===== src/rtl/tg_operand_sequencer.sv =====
`timescale 1ns/1ps
// tg_operand_sequencer
//  Operand source and result sink for one threadgroup of four FEDPs
//  (2 weight groups x 2 activation groups). Collects K_STEPS operand chunks
//  per output tile. Each FEDP result is fed back as the partial sum of the
//  next chunk, and the partial sums are zeroed on the first chunk. The four
//  16-bit accumulated results are then presented on a valid/ready port.
//
//  Ports
//   clk, rst                  clock (rising edge), async active-high reset
//   in_valid/in_ready         operand chunk handshake
//   in_weight0/1, in_act0/1   4 x int8 per word, byte0 = element 0
//   tg_weight_group0/1,
//   tg_activation_group0/1    registered operand words to the threadgroup
//   tg_partial_sum0..3        signed partial sums to FEDP0..3
//   tg_result0..3             signed FEDP0..3 results
//   out_valid/out_ready       tile result handshake
//   out_result                {acc3,acc2,acc1,acc0}
//   busy                      high whenever not idle
module tg_operand_sequencer #(
  parameter int K_STEPS  = 4,
  parameter int FEDP_LAT = 1
) (
  input  logic               clk,
  input  logic               rst,
  input  logic               in_valid,
  output logic               in_ready,
  input  logic        [31:0] in_weight0,
  input  logic        [31:0] in_weight1,
  input  logic        [31:0] in_act0,
  input  logic        [31:0] in_act1,
  output logic        [31:0] tg_weight_group0,
  output logic        [31:0] tg_weight_group1,
  output logic        [31:0] tg_activation_group0,
  output logic        [31:0] tg_activation_group1,
  output logic signed [15:0] tg_partial_sum0,
  output logic signed [15:0] tg_partial_sum1,
  output logic signed [15:0] tg_partial_sum2,
  output logic signed [15:0] tg_partial_sum3,
  input  logic signed [15:0] tg_result0,
  input  logic signed [15:0] tg_result1,
  input  logic signed [15:0] tg_result2,
  input  logic signed [15:0] tg_result3,
  output logic               out_valid,
  input  logic               out_ready,
  output logic        [63:0] out_result,
  output logic               busy
);

  localparam int STEP_W = (K_STEPS > 1) ? $clog2(K_STEPS) : 1;
  localparam int WAIT_W = $clog2(FEDP_LAT + 1);

  typedef enum logic [1:0] {IDLE, WAIT, NEXT, DONE} state_t;

  state_t             state, state_nxt;
  logic [STEP_W-1:0]  step_cnt;
  logic [WAIT_W-1:0]  wait_cnt;
  logic signed [15:0] acc0, acc1, acc2, acc3;
  logic               accept;
  logic               capture;
  logic               last_step;

  assign in_ready   = (state == IDLE) || (state == NEXT);
  assign out_valid  = (state == DONE);
  assign busy       = (state != IDLE);
  assign accept     = in_valid && in_ready;
  // Results of the chunk loaded FEDP_LAT edges ago are valid on this edge.
  assign capture    = (state == WAIT) && (wait_cnt == WAIT_W'(FEDP_LAT - 1));
  assign last_step  = (step_cnt == STEP_W'(K_STEPS - 1));
  assign out_result = {acc3, acc2, acc1, acc0};

  always_comb begin
    state_nxt = state;
    case (state)
      IDLE: if (accept) state_nxt = WAIT;
      WAIT: if (capture) state_nxt = last_step ? DONE : NEXT;
      NEXT: if (accept) state_nxt = WAIT;
      DONE: if (out_ready) state_nxt = IDLE;
      default: state_nxt = IDLE;
    endcase
  end

  always_ff @(posedge clk or posedge rst) begin
    if (rst) begin
      state                <= IDLE;
      step_cnt             <= '0;
      wait_cnt             <= '0;
      tg_weight_group0     <= '0;
      tg_weight_group1     <= '0;
      tg_activation_group0 <= '0;
      tg_activation_group1 <= '0;
      tg_partial_sum0      <= '0;
      tg_partial_sum1      <= '0;
      tg_partial_sum2      <= '0;
      tg_partial_sum3      <= '0;
      acc0                 <= '0;
      acc1                 <= '0;
      acc2                 <= '0;
      acc3                 <= '0;
    end else begin
      state <= state_nxt;
      case (state)
        IDLE: begin
          if (accept) begin
            tg_weight_group0     <= in_weight0;
            tg_weight_group1     <= in_weight1;
            tg_activation_group0 <= in_act0;
            tg_activation_group1 <= in_act1;
            tg_partial_sum0      <= '0;
            tg_partial_sum1      <= '0;
            tg_partial_sum2      <= '0;
            tg_partial_sum3      <= '0;
            step_cnt             <= '0;
            wait_cnt             <= '0;
          end
        end
        WAIT: begin
          wait_cnt <= wait_cnt + WAIT_W'(1);
          if (capture) begin
            acc0 <= tg_result0;
            acc1 <= tg_result1;
            acc2 <= tg_result2;
            acc3 <= tg_result3;
          end
        end
        NEXT: begin
          // Previous chunk's results become this chunk's partial sums.
          if (accept) begin
            tg_weight_group0     <= in_weight0;
            tg_weight_group1     <= in_weight1;
            tg_activation_group0 <= in_act0;
            tg_activation_group1 <= in_act1;
            tg_partial_sum0      <= acc0;
            tg_partial_sum1      <= acc1;
            tg_partial_sum2      <= acc2;
            tg_partial_sum3      <= acc3;
            step_cnt             <= step_cnt + STEP_W'(1);
            wait_cnt             <= '0;
          end
        end
        default: ;
      endcase
    end
  end

endmodule


===== config.mk =====
export PLATFORM = sky130hd
export DESIGN_NAME = tg_operand_sequencer
export DESIGN_NICKNAME = d
export VERILOG_FILES = /design/src/rtl/tg_operand_sequencer.sv
export SDC_FILE = /design/constraint.sdc
export NUM_CORES = 1
export LEC_CHECK = 0
export CAP_MARGIN = 0
export CORE_AREA = 3 3 178 180
export CTS_BUF_LIST = sky130_fd_sc_hd__clkbuf_4 sky130_fd_sc_hd__clkbuf_8 sky130_fd_sc_hd__clkbuf_16
export CTS_CLUSTER_DIAMETER = 100
export CTS_CLUSTER_SIZE = 28
export DETAILED_ROUTE_END_ITERATION = 12
export DIE_AREA = 0 0 181 183
export MAX_ROUTING_LAYER = met4
export PLACE_DENSITY = 0.68
export SLEW_MARGIN = 20
export SYNTH_ARGS = -nofsm -noshare
export SYNTH_HDL_FRONTEND = slang
export SYNTH_SLANG_ARGS = --single-unit

===== constraint.sdc =====
create_clock -name clk -period 9.5 [get_ports clk]
set_input_delay 1.425 -clock clk [delete_from_list [all_inputs] [get_ports clk]]
set_output_delay 1.425 -clock clk [all_outputs]
set_load 0.02 [all_outputs]

==> results of run 1 <==
-- cells by family (layout without fill, tap and decap cells) --
group	count (synthesis)	in the layout	share of synthesized area
DFF	261	261	0.617
muxes	258	258	0.299
buffers and inverters	104	547	0.0515
and+or+nand+nor	75	75	0.0289
AOI/OAI and AO/OA	3	3	0.00236
adders and majority gates	1	1	0.00118
xor gates and xnor gates	1	1	0.000827
-- placed cells by master, fill, tap and decap left out, types with 2 or more instances in the layout --
master	instances
inv_1	66
mux2_1	54
mux2i_1	65
clkbuf_4	2
buf_12	2
clkdlybuf4s50_1	454
clkbuf_16	13
mux2_2	49
dfrtp_1	260
and2_1	2
mux2_4	90
nand2_1	66
buf_4	5
-- worst max-delay path by stage --
stage | cells after the start | start | endpoint
6_report | 5 | in_valid | tg_weight_group0[19]$_DFFE_PP0P_
5_1_grt | 5 | in_valid | tg_weight_group0[18]$_DFFE_PP0P_
4_1_cts | 5 | in_valid | tg_weight_group0[19]$_DFFE_PP0P_
3_5_place_dp | 5 | in_valid | tg_weight_group0[18]$_DFFE_PP0P_
3_3_place_gp | 5 | in_valid | tg_weight_group0[19]$_DFFE_PP0P_
2_1_floorplan | 1 | rst | acc0[0]$_DFFE_PP0P_
-- stage by stage --
step	utilization	cells	worst slack (ns)	power (mW)	hold WS, ns
4_1_cts	0.522	1542	5.59	5.81	0.507
6_report	0.522	1542	5.56	5.72	0.503
2_1_floorplan	-	703	0.891	3.65	0.499
3_5_place_dp	0.509	1523	5.05	5.13	0.480
3_3_place_gp	0.509	1523	5.09	5.08	0.468
5_1_grt	0.522	1542	5.48	6.04	0.523
-- power groups by stage --
| stage | clock [mW] | combinational [mW] | sequential [mW] |
|---|---|---|---|
| finish | 0.649 | 3.06 | 2.01 |
| global route | 0.717 | 3.23 | 2.09 |
| CTS | 0.679 | 3.11 | 2.02 |
| detailed placement | 0 | 3.10 | 2.04 |
| global placement | 0 | 3.06 | 2.02 |
| floorplan | 0 | 1.02 | 2.64 |
-- routing by layer --
layer / wire [um] / GRT usage / share of wire / up-vias
li1: - / - / - / 3186
met1: 12300 / 0.221 / 0.41 / 3527
met2: 14800 / 0.302 / 0.50 / 253
met3: 1920 / 0.0405 / 0.065 / 31
met4: 634 / 0.0405 / 0.021 / 0
met5: 0 / - / 0 / -
-- state kept, by name (all words and copies together) (netlist names) --
name / count
tg_weight_group0: 32
wait_cnt: 1
tg_partial_sum0: 16
state: 2
acc3: 16
acc1: 16
tg_partial_sum3: 16
acc2: 16
tg_activation_group1: 32
step_cnt: 2
acc0: 16
tg_activation_group0: 32
tg_weight_group1: 32
tg_partial_sum2: 16
tg_partial_sum1: 16
-- final cells by class --
type / count / area, sq um
well taps: 396 / 495
flip-flops and latches: 261 / 6530
multi-input cells: 338 / 3530
fillers: 2622 / 14500
inverters: 67 / 259
repair buffers: 461 / 4620
clock inverters: 4 / 51.3
clock buffers: 15 / 340
-- synth_stat cells --
master    number  area [sq um]
ha_1           1          12.5
mux2_4        90          1350
xnor2_1        1          8.76
mux2i_1       65           651
nor2b_1        2          12.5
mux2_1        54           608
and2_1         2          12.5
inv_1         67           251
nand2_1       66           248
mux2_2        49           552
buf_4          7          52.6
o31ai_1        1          7.51
dfrtp_1      261          6530
a31o_2         1          8.76
nor2_1         1          3.75
buf_2          7          35.0
or2_2          1          6.26
clkbuf_1       7          26.3
a22o_1         1          8.76
nor3_1         1          5.00
nor3b_2        1          12.5
buf_6         16           180
nand2b_1       1          6.26
-- worst max-delay path, stage by stage --
cell and delay, ns:
clkdlybuf4s50_1 0.50, nor2b_4 0.58, buf_12 0.56, buf_4 0.72
mux2_2 0.41
==> impl_metrics.tcl, run 1 <==
set metrics [dict create \
    fp.dieArea_sq_mm 0.0331 \
    finClkSkew_ns 0.0174 \
    ys_ff_latch 261 \
    synth.yosys.warnings 0 \
    avgSynthCellArea_sq_um 15.1 \
    cp.arrival_ns 4.31 \
    die_x_um 181 \
    ir_drop_mv 0.207 \
    hpwl_mm 21.8 \
    grt_max_degree 144 \
    vias_per_cell 4.54 \
    gp_congestion 0.799 \
    setup_viol 0 \
    fin_crit_ns 3.94 \
    first_iter_violations 288 \
    wirelength_mm 29.7 \
    syn-cell-area_sq_mm 0.0106 \
    h-tree-depth 1 \
    crit-reg2reg-capture "tg_weight_group0[19]$_DFFE_PP0P_" \
    grt_pass1_vias 7577 \
    final_nets 1339 \
    netSwitchingFraction 0.380 \
    drt.antenna.violating_nets 0 \
    start_util 0.349 \
    dr.pass1.iters 4 \
    portBuffers 454 \
    syn_inst 703 \
    die_h_um 183 \
    crit_fanout 96 \
    end_kind "register" \
    core_sq_mm 0.0303 \
    finalSetupTns_ns 0 \
    insertion_delay_ns 0.48 \
    postPlaceCellArea_sq_mm 0.0154 \
    cts_hold_buf 0 \
    fin_crit_sh 0.415 \
    synthesis.nets 900 \
    p_leak_nw 6.80 \
    grt_first_pass_wirelength_mm 45.9 \
    overflow 0 \
    area_growth_pct 49.5 \
    cts_made_buffers 13 \
    clock_path_buffers 3 \
    hold_class "reg2reg" \
    power_density_mw_per_mm2 362 \
    rsz0062_at_grt "no" \
    holdPathEnd "tg_weight_group0[29]$_DFFE_PP0P_" \
    post_cts_resized 0 \
    p_switching_mw 2.18 \
    finalHoldViolCount 0 \
    drive_gt1_frac 0.149 \
    wl_per_cell_um 19.2 \
    fmax_mhz 254 \
    rrSetupSlack_ns 6.43 \
    reg2regPathDepth 4 \
    worstSetupPathType "in2reg" \
    rows 64 \
    remaining_drc_errors 0 \
    gr-usage-all-layers 0.179 \
    yosysUniqueCellTypes 23 \
    vias 6997 \
    hp-start "tg_weight_group0[29]$_DFFE_PP0P_" \
    share_comb_of_total_power 0.535 \
    worstSetupStartpointType "input port" \
    power.share.clock 0.113 \
    status "finished, final reports clean" \
    clockRootBuffer "clkbuf_16" \
    stdcell_area_sq_mm 0.0158 \
    post_cts_buffers 0 \
    max_cap_viol_count 0 \
    cts_sinks 261 \
    ios 455 \
    worst_pin_slew_ns 0.867 \
    reg2reg_from "state[0]$_DFFE_PP0P_" \
    seq_power_share 0.351 \
    antenna_cells 0 \
    antenna_found_initial 0 \
    cts_tree "done" \
    cts.clk_slew.worst_paths_ns 0.11 \
    yosysSeqAreaShare 0.617 \
    slew_viol_final 0 \
    maxSlewHeadroom 0.422 \
    critPathRequiredTime_ns 9.87 \
    intPower_mw 3.55 \
    hold_path_depth 1 \
]
Note: power is estimated with default switching activity, not from simulation.
==> run 2: changes to the inputs <==
clock period = 4 ns   (was 9.5 ns; I/O delays follow)
==> run 2 against run 1 <==
Compared with the run above:
- sequential share of layout area shrank 0.28 points
- combinational power grew 140%
- critical path depth shrank 3
- global-route usage grew 0.078 points
- flip-flop and latch count is the same
- clock power grew 150%
- via count shrank 0.99%
- critical endpoint is now busy
- largest cell class unchanged
==> impl_metrics.tcl, run 2 (synthesized netlist as in run 1, its figures left out) <==
set metrics [dict create \
    status "finished, final reports clean" \
    p_leak_nw 6.85 \
    n_fill_cell 2564 \
    slew_viol_final 0 \
    cts_made_buffers 13 \
    drt.antenna.violating_nets 0 \
    layout_common_cells "clkdlybuf4s50_1, dfrtp_1, mux2_4, inv_1, nand2_1" \
    hold_path_depth 1 \
    area_growth_pct 50.5 \
    finClkSkew_ns 0.0187 \
    gp_congestion 0.792 \
    end_kind "output port" \
    cp.arrival_ns 2.08 \
    power_density_mw_per_mm2 858 \
    vias_per_cell 4.47 \
    final_common_cell "clkdlybuf4s50_1" \
    drive_gt1_frac 0.154 \
    portBuffers 454 \
    die_x_um 181 \
    cts_sinks 261 \
    clock_path_buffers 3 \
    fin_crit_sh 0.671 \
    worst_pin_slew_ns 0.904 \
    cts_hold_buf 0 \
    grt_pass1_vias 7379 \
    first_iter_violations 268 \
    hpwl_mm 21.9 \
    wl_per_cell_um 19.2 \
    hp-start "tg_weight_group0[30]$_DFFE_PP0P_" \
    remaining_drc_errors 0 \
    fin_crit_ns 2.68 \
    die_h_um 183 \
    wl_met2_mm 15.2 \
    critPathRequiredTime_ns 3.40 \
    reg2reg_from "state[1]$_DFFE_PP0P_" \
    rows 64 \
    crit_fanout 26 \
    dr.pass1.iters 4 \
    top_layer "met4" \
    p_total_mw 13.7 \
    start_util 0.349 \
    grt_first_pass_wirelength_mm 45.8 \
    ios 455 \
    ir_drop_mv 0.780 \
    core_sq_mm 0.0303 \
    post_cts_buffers 0 \
    maxSlewHeadroom 0.396 \
    overflow 0 \
    finalHoldViolCount 0 \
    reg2regPathDepth 3 \
    grt_max_degree 107 \
    fmax_mhz 373 \
    rsz0062_at_grt "no" \
    max_cap_viol_count 0 \
    insertion_delay_ns 0.49 \
    cts_tree "done" \
    h-tree-depth 1 \
    gr-usage-all-layers 0.179 \
    worstSetupStartpointType "register" \
    cts.clk_slew.worst_paths_ns 0.11 \
    wirelength_mm 29.8 \
    worstSetupPathType "reg2out" \
    fp.dieArea_sq_mm 0.0331 \
    setup_viol 0 \
    hold_class "reg2reg" \
    vias 6928 \
    fin_util 0.525 \
    met1_length_mm 12.1 \
    clockRootBuffer "clkbuf_16" \
    final_nets 1346 \
    crit_path_start "state[1]$_DFFE_PP0P_" \
    post_cts_resized 0 \
    antenna_found_initial 2 \
    met3_length_mm 1.94 \
]
[run 2: critical path: stages (launching register included)]
cell and delay [ns]:
dfrtp_2 0.64, or2_2 0.40, clkdlybuf4s50_1 0.55
[run 2: layer usage]
layer | global-route usage | vias up
met4 | 0.0387 | 0
met5 | - | -
li1 | - | 3198
met2 | 0.309 | 237
met1 | 0.216 | 3463
met3 | 0.0424 | 30
[run 2: where the power goes]
group	switching (mW)	internal, mW
Clock	0.856	0.741
Sequential	0.866	3.93
Combinational	3.45	3.82
Total	5.17	8.50
[run 2: metrics by stage]
step	hold slack (ns)	std cells	setup WS, ns	setup TNS, ns	cell area, sq um
floorplan	0.499	703	-0.0416	-10.85	10600
global placement	0.468	1530	1.51	0	15500
detailed placement	0.479	1530	1.49	0	15500
CTS	0.501	1548	1.26	0	15900
global route	0.523	1550	1.24	0	15900
finish	0.501	1550	1.32	0	15900
[run 2: worst paths after layout]
check	end	slack, ns
worst max-delay path	busy	1.32
worst min-delay path	tg_weight_group0[30]$_DFFE_PP0P_	0.50
worst max register to register	acc2[3]$_DFFE_PP0P_	1.99
worst min register to register	tg_weight_group0[30]$_DFFE_PP0P_	0.50
max in group asynchronous	tg_partial_sum3[11]$_DFFE_PP0P_	2.55
min in group asynchronous	acc2[1]$_DFFE_PP0P_	0.64
[run 2: cell type report]
class	instances	area [sq um]	share of cell area
well taps	396	495	0.0311
flip-flops and latches	261	6530	0.410
clock buffers	14	333	0.0209
repair buffers	468	4710	0.296
inverters	67	255	0.0160
multi-input cells	338	3530	0.221
diodes	2	5.00	0.000314
clock inverters	4	73.8	0.00463
